$ cat config.mk
export PLATFORM = sky130hd
export DESIGN_NAME = flit_serializer_2_flat
export DESIGN_NICKNAME = d
export VERILOG_FILES = /design/src/rtl/flit_serializer_2_if.sv /design/src/rtl/flit_serializer_2.sv /design/src/flat_wrapper.sv
export SDC_FILE = /design/constraint.sdc
export NUM_CORES = 1
export LEC_CHECK = 0
export ABC_CLOCK_PERIOD_IN_PS = 2600
export BUFFER_PORTS_ARGS = -buffer_cell sky130_fd_sc_hd__buf_2
export CAP_MARGIN = 40
export CORE_MARGIN = 2
export CORE_UTILIZATION = 55
export CTS_CLUSTER_DIAMETER = 80
export CTS_CLUSTER_SIZE = 14
export DETAILED_ROUTE_END_ITERATION = 16
export PLACE_DENSITY = 0.85
export SLEW_MARGIN = 20
export SYNTH_ARGS = -nofsm -noshare
export SYNTH_HDL_FRONTEND = slang
export SYNTH_SLANG_ARGS = --single-unit
$ cat constraint.sdc
create_clock -name clk -period 2.6 [get_ports clk]
set_input_delay 0.52 -clock clk [delete_from_list [all_inputs] [get_ports clk]]
set_output_delay 0.52 -clock clk [all_outputs]
set_load 0.05 [all_outputs]
$ cat src/rtl/flit_serializer_2_if.sv
// Packet-in, flit-out and credit-return bundle of the 2-flit serializer.
// The master side is the upstream packetizer. The slave side is the serializer.
interface flit_serializer_2_if #(
    parameter int WIDTH_OUT        = 36,
    parameter int VC_ADDRESS_WIDTH = 1
);
    localparam int FLIT_WIDTH = WIDTH_OUT / 2;

    logic [WIDTH_OUT-1:0]        pkt_in;
    logic                        pkt_valid_in;
    logic                        pkt_ready_out;
    logic [FLIT_WIDTH-1:0]       flit_out;
    logic                        flit_valid_out;
    logic                        credit_valid_in;
    logic [VC_ADDRESS_WIDTH-1:0] credit_vc_in;

    modport master (
        output pkt_in,
        output pkt_valid_in,
        output credit_valid_in,
        output credit_vc_in,
        input  pkt_ready_out,
        input  flit_out,
        input  flit_valid_out
    );

    modport slave (
        input  pkt_in,
        input  pkt_valid_in,
        input  credit_valid_in,
        input  credit_vc_in,
        output pkt_ready_out,
        output flit_out,
        output flit_valid_out
    );
endinterface

$ cat src/rtl/flit_serializer_2.sv
// 2-flit packet serializer with per-VC credit flow control toward a NoC router.
// Defining FLIT_SERIALIZER_STATS_EN adds packet, flit and stall counters.
module flit_serializer_2 #(
    parameter int WIDTH_OUT        = 36,
    parameter int VC_ADDRESS_WIDTH = 1,
    parameter int CREDIT_DEPTH     = 8
) (
    input  logic                clk,
    input  logic                rst_n,
    flit_serializer_2_if.slave  bus
`ifdef FLIT_SERIALIZER_STATS_EN
    ,
    output logic [31:0]         pkt_count_out,
    output logic [31:0]         flit_count_out,
    output logic [31:0]         stall_count_out
`endif
);
    localparam int FLIT_WIDTH   = WIDTH_OUT / 2;
    localparam int NUM_VC       = 2 ** VC_ADDRESS_WIDTH;
    localparam int CREDIT_WIDTH = $clog2(CREDIT_DEPTH + 1);
    localparam logic [CREDIT_WIDTH-1:0] CREDIT_MAX =
        CREDIT_WIDTH'(CREDIT_DEPTH);

    typedef enum logic [1:0] {
        IDLE,
        HEAD,
        TAIL
    } state_t;

    state_t                      state;
    logic [WIDTH_OUT-1:0]        pkt_q;
    logic [VC_ADDRESS_WIDTH-1:0] vc_q;
    logic [FLIT_WIDTH-1:0]       flit_q;
    logic                        flit_valid_q;
    logic [CREDIT_WIDTH-1:0]     credit      [NUM_VC];
    logic [CREDIT_WIDTH-1:0]     credit_next [NUM_VC];

    logic [FLIT_WIDTH-1:0]       head_flit;
    logic [FLIT_WIDTH-1:0]       tail_flit;
    logic [FLIT_WIDTH-1:0]       cur_flit;
    logic [VC_ADDRESS_WIDTH-1:0] in_vc;
    logic                        two_flit;
    logic                        has_credit;
    logic                        busy;
    logic                        emit;
    logic                        last;
    logic                        ready;
    logic                        accept;
    logic                        load;

    assign head_flit  = pkt_q[WIDTH_OUT-1 -: FLIT_WIDTH];
    assign tail_flit  = pkt_q[FLIT_WIDTH-1:0];
    assign two_flit   = tail_flit[FLIT_WIDTH-1];
    assign in_vc      = bus.pkt_in[WIDTH_OUT-4 -: VC_ADDRESS_WIDTH];
    assign has_credit = (credit[vc_q] != '0);
    assign busy       = (state == HEAD) || (state == TAIL);
    assign emit       = busy && has_credit;
    assign last       = (state == TAIL) || !two_flit;
    assign cur_flit   = (state == TAIL) ? tail_flit : head_flit;

    // Ready opens only on the cycle that frees the holding register.
    assign ready = rst_n &&
                   ((state == IDLE) ||
                    ((state == TAIL) && has_credit) ||
                    ((state == HEAD) && !two_flit && has_credit));

    assign accept = bus.pkt_valid_in && ready;
    assign load   = accept && bus.pkt_in[WIDTH_OUT-1];

    assign bus.pkt_ready_out  = ready;
    assign bus.flit_out       = flit_q;
    assign bus.flit_valid_out = flit_valid_q;

    // A same-edge return and spend on one VC cancel out.
    always_comb begin
        for (int i = 0; i < NUM_VC; i++) begin
            credit_next[i] = credit[i];
            if (emit && (vc_q == VC_ADDRESS_WIDTH'(i)) &&
                !(bus.credit_valid_in &&
                  (bus.credit_vc_in == VC_ADDRESS_WIDTH'(i)))) begin
                credit_next[i] = credit[i] - 1'b1;
            end else if (!(emit && (vc_q == VC_ADDRESS_WIDTH'(i))) &&
                         bus.credit_valid_in &&
                         (bus.credit_vc_in == VC_ADDRESS_WIDTH'(i)) &&
                         (credit[i] != CREDIT_MAX)) begin
                credit_next[i] = credit[i] + 1'b1;
            end
        end
    end

    always_ff @(posedge clk or negedge rst_n) begin
        if (!rst_n) begin
            state        <= IDLE;
            pkt_q        <= '0;
            vc_q         <= '0;
            flit_q       <= '0;
            flit_valid_q <= 1'b0;
            for (int i = 0; i < NUM_VC; i++) begin
                credit[i] <= CREDIT_MAX;
            end
        end else begin
            flit_valid_q <= emit;
            flit_q       <= emit ? cur_flit : '0;
            for (int i = 0; i < NUM_VC; i++) begin
                credit[i] <= credit_next[i];
            end
            if (load) begin
                pkt_q <= bus.pkt_in;
                vc_q  <= in_vc;
            end
            // A packet whose head flit is invalid is dropped on acceptance.
            unique case (state)
                IDLE: begin
                    if (load) state <= HEAD;
                end
                HEAD: begin
                    if (emit) begin
                        if (!last)     state <= TAIL;
                        else if (load) state <= HEAD;
                        else           state <= IDLE;
                    end
                end
                TAIL: begin
                    if (emit) state <= load ? HEAD : IDLE;
                end
                default: state <= IDLE;
            endcase
        end
    end

`ifdef FLIT_SERIALIZER_STATS_EN
    always_ff @(posedge clk or negedge rst_n) begin
        if (!rst_n) begin
            pkt_count_out   <= '0;
            flit_count_out  <= '0;
            stall_count_out <= '0;
        end else begin
            if (accept)              pkt_count_out   <= pkt_count_out + 1'b1;
            if (emit)                flit_count_out  <= flit_count_out + 1'b1;
            if (busy && !has_credit) stall_count_out <= stall_count_out + 1'b1;
        end
    end
`endif

endmodule
$ cat src/flat_wrapper.sv
// flat-port wrapper written by rule: the top's interface ports become plain ports
module flit_serializer_2_flat 
#(
    parameter int WIDTH_OUT        = 36,
    parameter int VC_ADDRESS_WIDTH = 1,
    parameter int CREDIT_DEPTH     = 8
)
  (clk, rst_n, bus_pkt_in, bus_pkt_valid_in, bus_credit_valid_in, bus_credit_vc_in, bus_pkt_ready_out, bus_flit_out, bus_flit_valid_out);
  flit_serializer_2_if #(.WIDTH_OUT(WIDTH_OUT), .VC_ADDRESS_WIDTH(VC_ADDRESS_WIDTH)) bus_i ();
  input  logic clk;
  input  logic rst_n;
  input wire logic [$bits(bus_i.pkt_in)-1:0] bus_pkt_in;
  input wire logic [$bits(bus_i.pkt_valid_in)-1:0] bus_pkt_valid_in;
  input wire logic [$bits(bus_i.credit_valid_in)-1:0] bus_credit_valid_in;
  input wire logic [$bits(bus_i.credit_vc_in)-1:0] bus_credit_vc_in;
  output wire logic [$bits(bus_i.pkt_ready_out)-1:0] bus_pkt_ready_out;
  output wire logic [$bits(bus_i.flit_out)-1:0] bus_flit_out;
  output wire logic [$bits(bus_i.flit_valid_out)-1:0] bus_flit_valid_out;
  assign bus_i.pkt_in = bus_pkt_in;
  assign bus_i.pkt_valid_in = bus_pkt_valid_in;
  assign bus_i.credit_valid_in = bus_credit_valid_in;
  assign bus_i.credit_vc_in = bus_credit_vc_in;
  assign bus_pkt_ready_out = bus_i.pkt_ready_out;
  assign bus_flit_out = bus_i.flit_out;
  assign bus_flit_valid_out = bus_i.flit_valid_out;
  flit_serializer_2 #(.WIDTH_OUT(WIDTH_OUT), .VC_ADDRESS_WIDTH(VC_ADDRESS_WIDTH), .CREDIT_DEPTH(CREDIT_DEPTH)) u_core (.clk(clk), .rst_n(rst_n), .bus(bus_i));
endmodule
======== After elaboration in Yosys (flattened, before gate mapping) ========
Index checks and enable logic that the tools add are counted.
storage, ports and cells
  register bits ........................... 66
  input bits .............................. 41
  output and inout bits ................... 20
cells by class
  equal/unequal tests ..................... 7
  reductions and logical operators ........ 33
  add/subtract/negate cells ............... 4
  bitwise operators ....................... 3
  muxes and demuxes ....................... 15
  $lt $le $gt $ge ......................... 1
operator list
  cell                                                                      number
  18-bit two-way mux                                                        2
  4-bit two-way mux                                                         7
  1-bit logical AND                                                         19
  4-bit by 1-bit adder with 4-bit output (second input constant)            2
  2-bit two-way mux                                                         4
  4-bit inequality test (second input constant)                             2
  4-bit by 1-bit subtractor with 4-bit output (second input constant)       2
  2-bit by 1-bit inequality test with 1-bit output (second input constant)  3
  2-bit one-hot mux with 3 select lines                                     1
  1-bit zero test                                                           5
  1-bit logical OR                                                          4
  2-bit nonzero test                                                        2
  4-bit nonzero test                                                        1
  3-bit AND reduction                                                       1
  2-bit by 1-bit equality test with 1-bit output (second input constant)    1
  2-bit equality test (second input constant)                               1
  2-bit >= comparator (second input constant)                               1
  2-bit zero test                                                           1
  1-bit inverter                                                            2
  1-bit inverter with 2-bit output                                          1
  1-bit two-way mux                                                         1

======== Depth between registers and ports, before layout ========
  depth in word-level cells ............... 15
  mapped depth ............................ 12
  depth with buffers taken out ............ 12

======== Least setup slack after synthesis ========
Ideal clock, no wire load.
  path type ............................... reg2reg
  from .................................... register u_core.state[0]
  to ...................................... register u_core.credit[7] in the netlist's numbering
  buffers on the path ..................... 0
  library setup time ...................... 80 ps
  period minus slack after synthesis ...... 2339 ps
  cell stages (with the launch flop) ...... 13
  path slack .............................. 261 ps
  data arrival time ....................... 2259 ps
  path through ............................ dfrtp_1 -> inv_1 -> ha_1 -> and2b_1 -> and2_1 -> nand2_1 -> inv_1 -> ha_1 -> a21o_1 -> a21oi_1 -> or3_1 -> a31oi_1 -> nand2b_1
between the ends
  longest elaborated chain between the ends .. 9
ends and longest elaborated chain
  what                                                                                          RTL line                                          text
  start, declared                                                                               flit_serializer_2.sv:30                           state_t state;
  start signal, assigned                                                                        flit_serializer_2.sv:124                          if (emit) state <= load ? HEAD : IDLE;
  2-bit by 1-bit equality test with 1-bit output / 2-bit equality test (equally long branches)  flit_serializer_2.sv:56                           assign busy = (state == HEAD) || (state == TAIL);
  1-bit logical OR (*)                                                                          flit_serializer_2.sv:56
  1-bit logical AND (*)                                                                         flit_serializer_2.sv:57                           assign emit = busy && has_credit;
  1-bit logical AND (*)                                                                         flit_serializer_2.sv:78, flit_serializer_2.sv:82
  1-bit zero test                                                                               flit_serializer_2.sv:82                           end else if (!(emit && (vc_q == VC_ADDRESS_WIDTH'(i))) &&
  1-bit logical AND                                                                             flit_serializer_2.sv:82
  1-bit logical AND                                                                             flit_serializer_2.sv:83                           bus.credit_valid_in &&
  1-bit logical AND                                                                             flit_serializer_2.sv:84                           (bus.credit_vc_in == VC_ADDRESS_WIDTH'(i)) &&
  2-bit nonzero test (no source line)                                                           -
  end signal, assigned by index                                                                 flit_serializer_2.sv:105                          credit[i] <= credit_next[i];
  end, declared                                                                                 flit_serializer_2.sv:35                           logic [CREDIT_WIDTH-1:0] credit [NUM_VC];
Every way passes the cells marked *; elsewhere a longest branch is shown, timed or not.
A chain may end at the register's enable or synchronous reset.

======== Final worst setup path ========
  from .................................... register u_core.state[0]
  to ...................................... output port bus_pkt_ready_out
between the ends
  longest elaborated chain between the ends .. 5
ends and longest elaborated chain
  what                                                                                          RTL line                                          text
  2-bit equality test / 2-bit by 1-bit equality test with 1-bit output (equally long branches)  flit_serializer_2.sv:64, flit_serializer_2.sv:65
  1-bit logical AND (on tied branches)                                                          flit_serializer_2.sv:64, flit_serializer_2.sv:65
  1-bit logical OR / 1-bit logical AND (equally long branches)                                  flit_serializer_2.sv:63, flit_serializer_2.sv:65
  1-bit logical OR (*)                                                                          flit_serializer_2.sv:64                           ((state == TAIL) && has_credit) ||
  1-bit logical AND (*)                                                                         flit_serializer_2.sv:62                           assign ready = rst_n &&
  end, declared                                                                                 flat_wrapper.sv:16                                output wire logic [$bits(bus_i.pkt_ready_out)-1:0] bus_pkt_ready_out;
Marked as above.

==> impl_metrics.csv <==
group,metric,value,unit
run_status,status,"completed",
clock_tree,numCtsBuffers,9,
setup_path,crit_buf_inv,3,
setup_path,slowest_stage,"dfrtp_1",
sta,max_freq,399,MHz
global_routing,grt_max_degree,66,
routing,ant_nets,0,
die,rows,27,
setup_path,rrSetupSlack,0.16,ns
die,start_util,56.7,%
global_routing,grt-ovfl-total,0,
setup_path,cp_top_family,"buffers and inverters",
sta,skew,0.00957,ns
cells_and_area,drive_gt1_share,46.6,%
setup_path,cp-start-kind,"flop",
setup_path,crit_fanout,4,
cells_and_area,final_cell_mix,"63 x dfrtp_1, 60 x buf_2, 29 x mux2_4, 21 x mux2i_1, 19 x nor2_1",
cells_and_area,seq_area,0.00163,mm²
cells_and_area,fillers,402,
setup_path,worstPathArrival,1.99,ns
place,post-dp-hpwl,3.86,mm
sta,slew-limit-headroom,71.9,%
pwr,ir_drop,0.572,mV
clock_tree,clk_pin_slew_worst_paths,0.08,ns
cells_and_area,final_core_util,68.8,%
setup_path,cp-end-kind,"primary output",
setup_path,reg2reg_depth,12,
synth,synth_warnings,0,
routing,first_iter_violations,99,
routing,vias,1940,
cells_and_area,multi_input_area,0.00138,mm²
sta,fin_setup_tns,0,ns
synth,synthesis.nets,280,
hold_path,hp-class,"primary input to asynchronous set/reset pin",
setup_path,reg2reg_from,"u_core.state[0]$_DFFE_PN0P_",
setup_path,slowest_delay,0.42,ns
synth,syn_inst,229,
pwr,p_comb_share,45.2,%
synth,yosysUniqueCellTypes,43,
pwr,seq_power_share,35.6,%
setup_path,crit_chain,"buf_4 -> ha_1 -> inv_1 -> o21ai_1 -> a31oi_4 -> and2b_2 -> buf_2",
pwr,pwr-share-clk,19.2,%
clock_tree,clockRootBuffer,"clkbuf_8",
synth,yosysSeqAreaShare,52.5,%
clock_tree,cts_tree,"done",
cells_and_area,fin_nets,353,
clock_tree,htree_levels,3,
global_routing,first_global_vias,2012,
clock_tree,postCtsHoldBufs,0,
sta,worstMarginPinSlew,0.422,ns
job,max-cap-violations,0,
synth,ys_seq_elements,65,
sta,post-route-period-util,96.5,%
pwr,p_int,0.00311,W
routing,wl_per_cell,14.8,µm
routing,wirelength,5.63,mm
pwr,p_switching,0.00186,W
pwr,sw_frac_of_total,37.4,%
pwr,power_density,1320,mW/mm²
sta,period_needed,2.51,ns
die,die_w,79.1,µm
routing,first_pass_iters,4,
sta,grt_setup_unrepaired,"no",
synth,syn_area,0.00310,mm²
setup_path,r2r_end,"u_core.credit[7]$_DFFE_PN1P_",
cells_and_area,syn2layout_area_growth,21.4,%
clock_tree,clock_latency,0.33,ns
die,coreArea,0.00547,mm²
place,io_buffers,60,
die,ios,61,
routing,drc,0,
place,gp_congestion,0.778,
routing,viasPerCell,5.12,
cells_and_area,diodes,0,
sta,setup_violations,0,
cells_and_area,layout_commonest_cell,"dfrtp_1",
die,die-height,79.1,µm
sta,slew_viol_final,0,
setup_path,crit_required,2.08,ns
sta,hold_viol_final,0,
die,dieArea,0.00626,mm²
synth,avgSynthCellArea,13.5,µm²
pwr,leakagePower,1.83,nW
global_routing,grt_pass1_wl,9.54,mm
clock_tree,cts_buffer_depth,2,
global_routing,antenna_found_initial,0,
global_routing,grt_usage,20.3,%
clock_tree,cts.sinks,65,
setup_path,crit_type,"flop to primary output",
## cell usage after synthesis (all sizes together)
cell	instances	area share, %
ha	8	3.2
nand2	11	1.3
a21boi	1	0.24
xnor2	4	1.1
o21ai	2	0.32
or3	3	0.77
nand4	1	0.20
a211oi	1	0.40
dfstp	2	1.7
a21o	3	0.77
nor3	4	0.97
or3b	1	0.28
mux2i	21	6.8
and2b	2	0.52
a221o	1	0.32
nand3	5	0.81
a31oi	4	1.5
inv	13	1.6
buf	7	2.6
a21oi	5	0.81
dfrtp	63	51
mux2	37	17
or2	1	0.20
nand2b	2	0.40
nor2	21	3.1
or4	1	0.24
fa	2	1.3
nor2b	1	0.28
and2	2	0.40
## kinds of logic after synthesis
group | after synthesis | synth area share (%)
mux | 58 | 23.7
compound gates | 17 | 4.36
simple gates | 55 | 9.56
xor+xnor | 4 | 1.13
fa+ha+maj | 10 | 4.52
buf+inv | 20 | 4.20
flops | 65 | 52.5
## state kept, by name (all words and copies together) (netlist names)
signal	cells
u_core.bus.flit_valid_out	1
u_core.state	2
u_core.pkt_q	36
u_core.credit	8
u_core.bus.flit_out	18
## layer usage
metal | global-route usage [%] | up-vias | routed length [µm]
li1 | - | 935 | -
met3 | 6.25 | 6 | 351
met1 | 28.0 | 938 | 2590
met5 | 0 | - | 0
met2 | 29.7 | 61 | 2610
met4 | 8.62 | 0 | 77
## worst reg2reg max path: stages (launching register included)
cell and delay [ns]:
dfrtp_1 0.42, inv_1 0.14, ha_4 0.23, and2b_1 0.19, and2_1 0.20, nand2_2 0.08
inv_1 0.08, ha_1 0.28, a21o_1 0.12, a21oi_2 0.08, or3_4 0.34, a31oi_1 0.17
nand2b_1 0.07
## how the worst max path moves through the flow
stage                                startpoint                      endpoint  slack (ns)  depth (start not counted)
finish              u_core.state[0]$_DFFE_PN0P_             bus_pkt_ready_out        0.09                          7
global route        u_core.state[1]$_DFFE_PN0P_             bus_pkt_ready_out       0.003                          7
CTS                 u_core.state[0]$_DFFE_PN0P_  u_core.credit[7]$_DFFE_PN1P_        0.06                         12
detailed placement  u_core.state[0]$_DFFE_PN0P_  u_core.credit[7]$_DFFE_PN1P_        0.08                         12
global placement    u_core.state[0]$_DFFE_PN0P_  u_core.credit[7]$_DFFE_PN1P_        0.18                         12
floorplan           u_core.state[0]$_DFFE_PN0P_  u_core.credit[7]$_DFFE_PN1P_        0.26                         12
## layout make-up
class	count	share of cell area (%)
Sequential cell	65	43.3
Clock buffer	10	3.65
Inverter	13	1.30
Timing Repair Buffer	69	10.4
Multi-Input combinational cell	144	36.5
Clock inverter	6	2.43
Tap cell	72	2.39
## power by group through the flow
stage               clock [W]  combinational (W)  sequential [W]
global placement            0            0.00209         0.00176
finish               0.000955            0.00225         0.00177
global route          0.00103            0.00247         0.00183
detailed placement          0            0.00216         0.00178
floorplan                   0            0.00152         0.00197
CTS                  0.000985            0.00217         0.00176
## metrics by stage
stage               hold WS (ns)  std cells  cell area, µm²  setup WS (ns)  power, W
finish                     0.202        379            3770         0.0908   0.00497
global route               0.211        379            3770        0.00284   0.00533
CTS                        0.388        376            3700         0.0612   0.00492
detailed placement         0.458        360            3470         0.0790   0.00394
global placement           0.452        360            3470          0.180   0.00384
floorplan                  0.224        229            3100          0.261   0.00349
## timing repair
item                                    CTS  global route
gates resized for setup                   0             7
setup buffers                             0             2
endpoints found under the setup margin    0             3
Note: power is estimated with default switching activity, not from simulation.
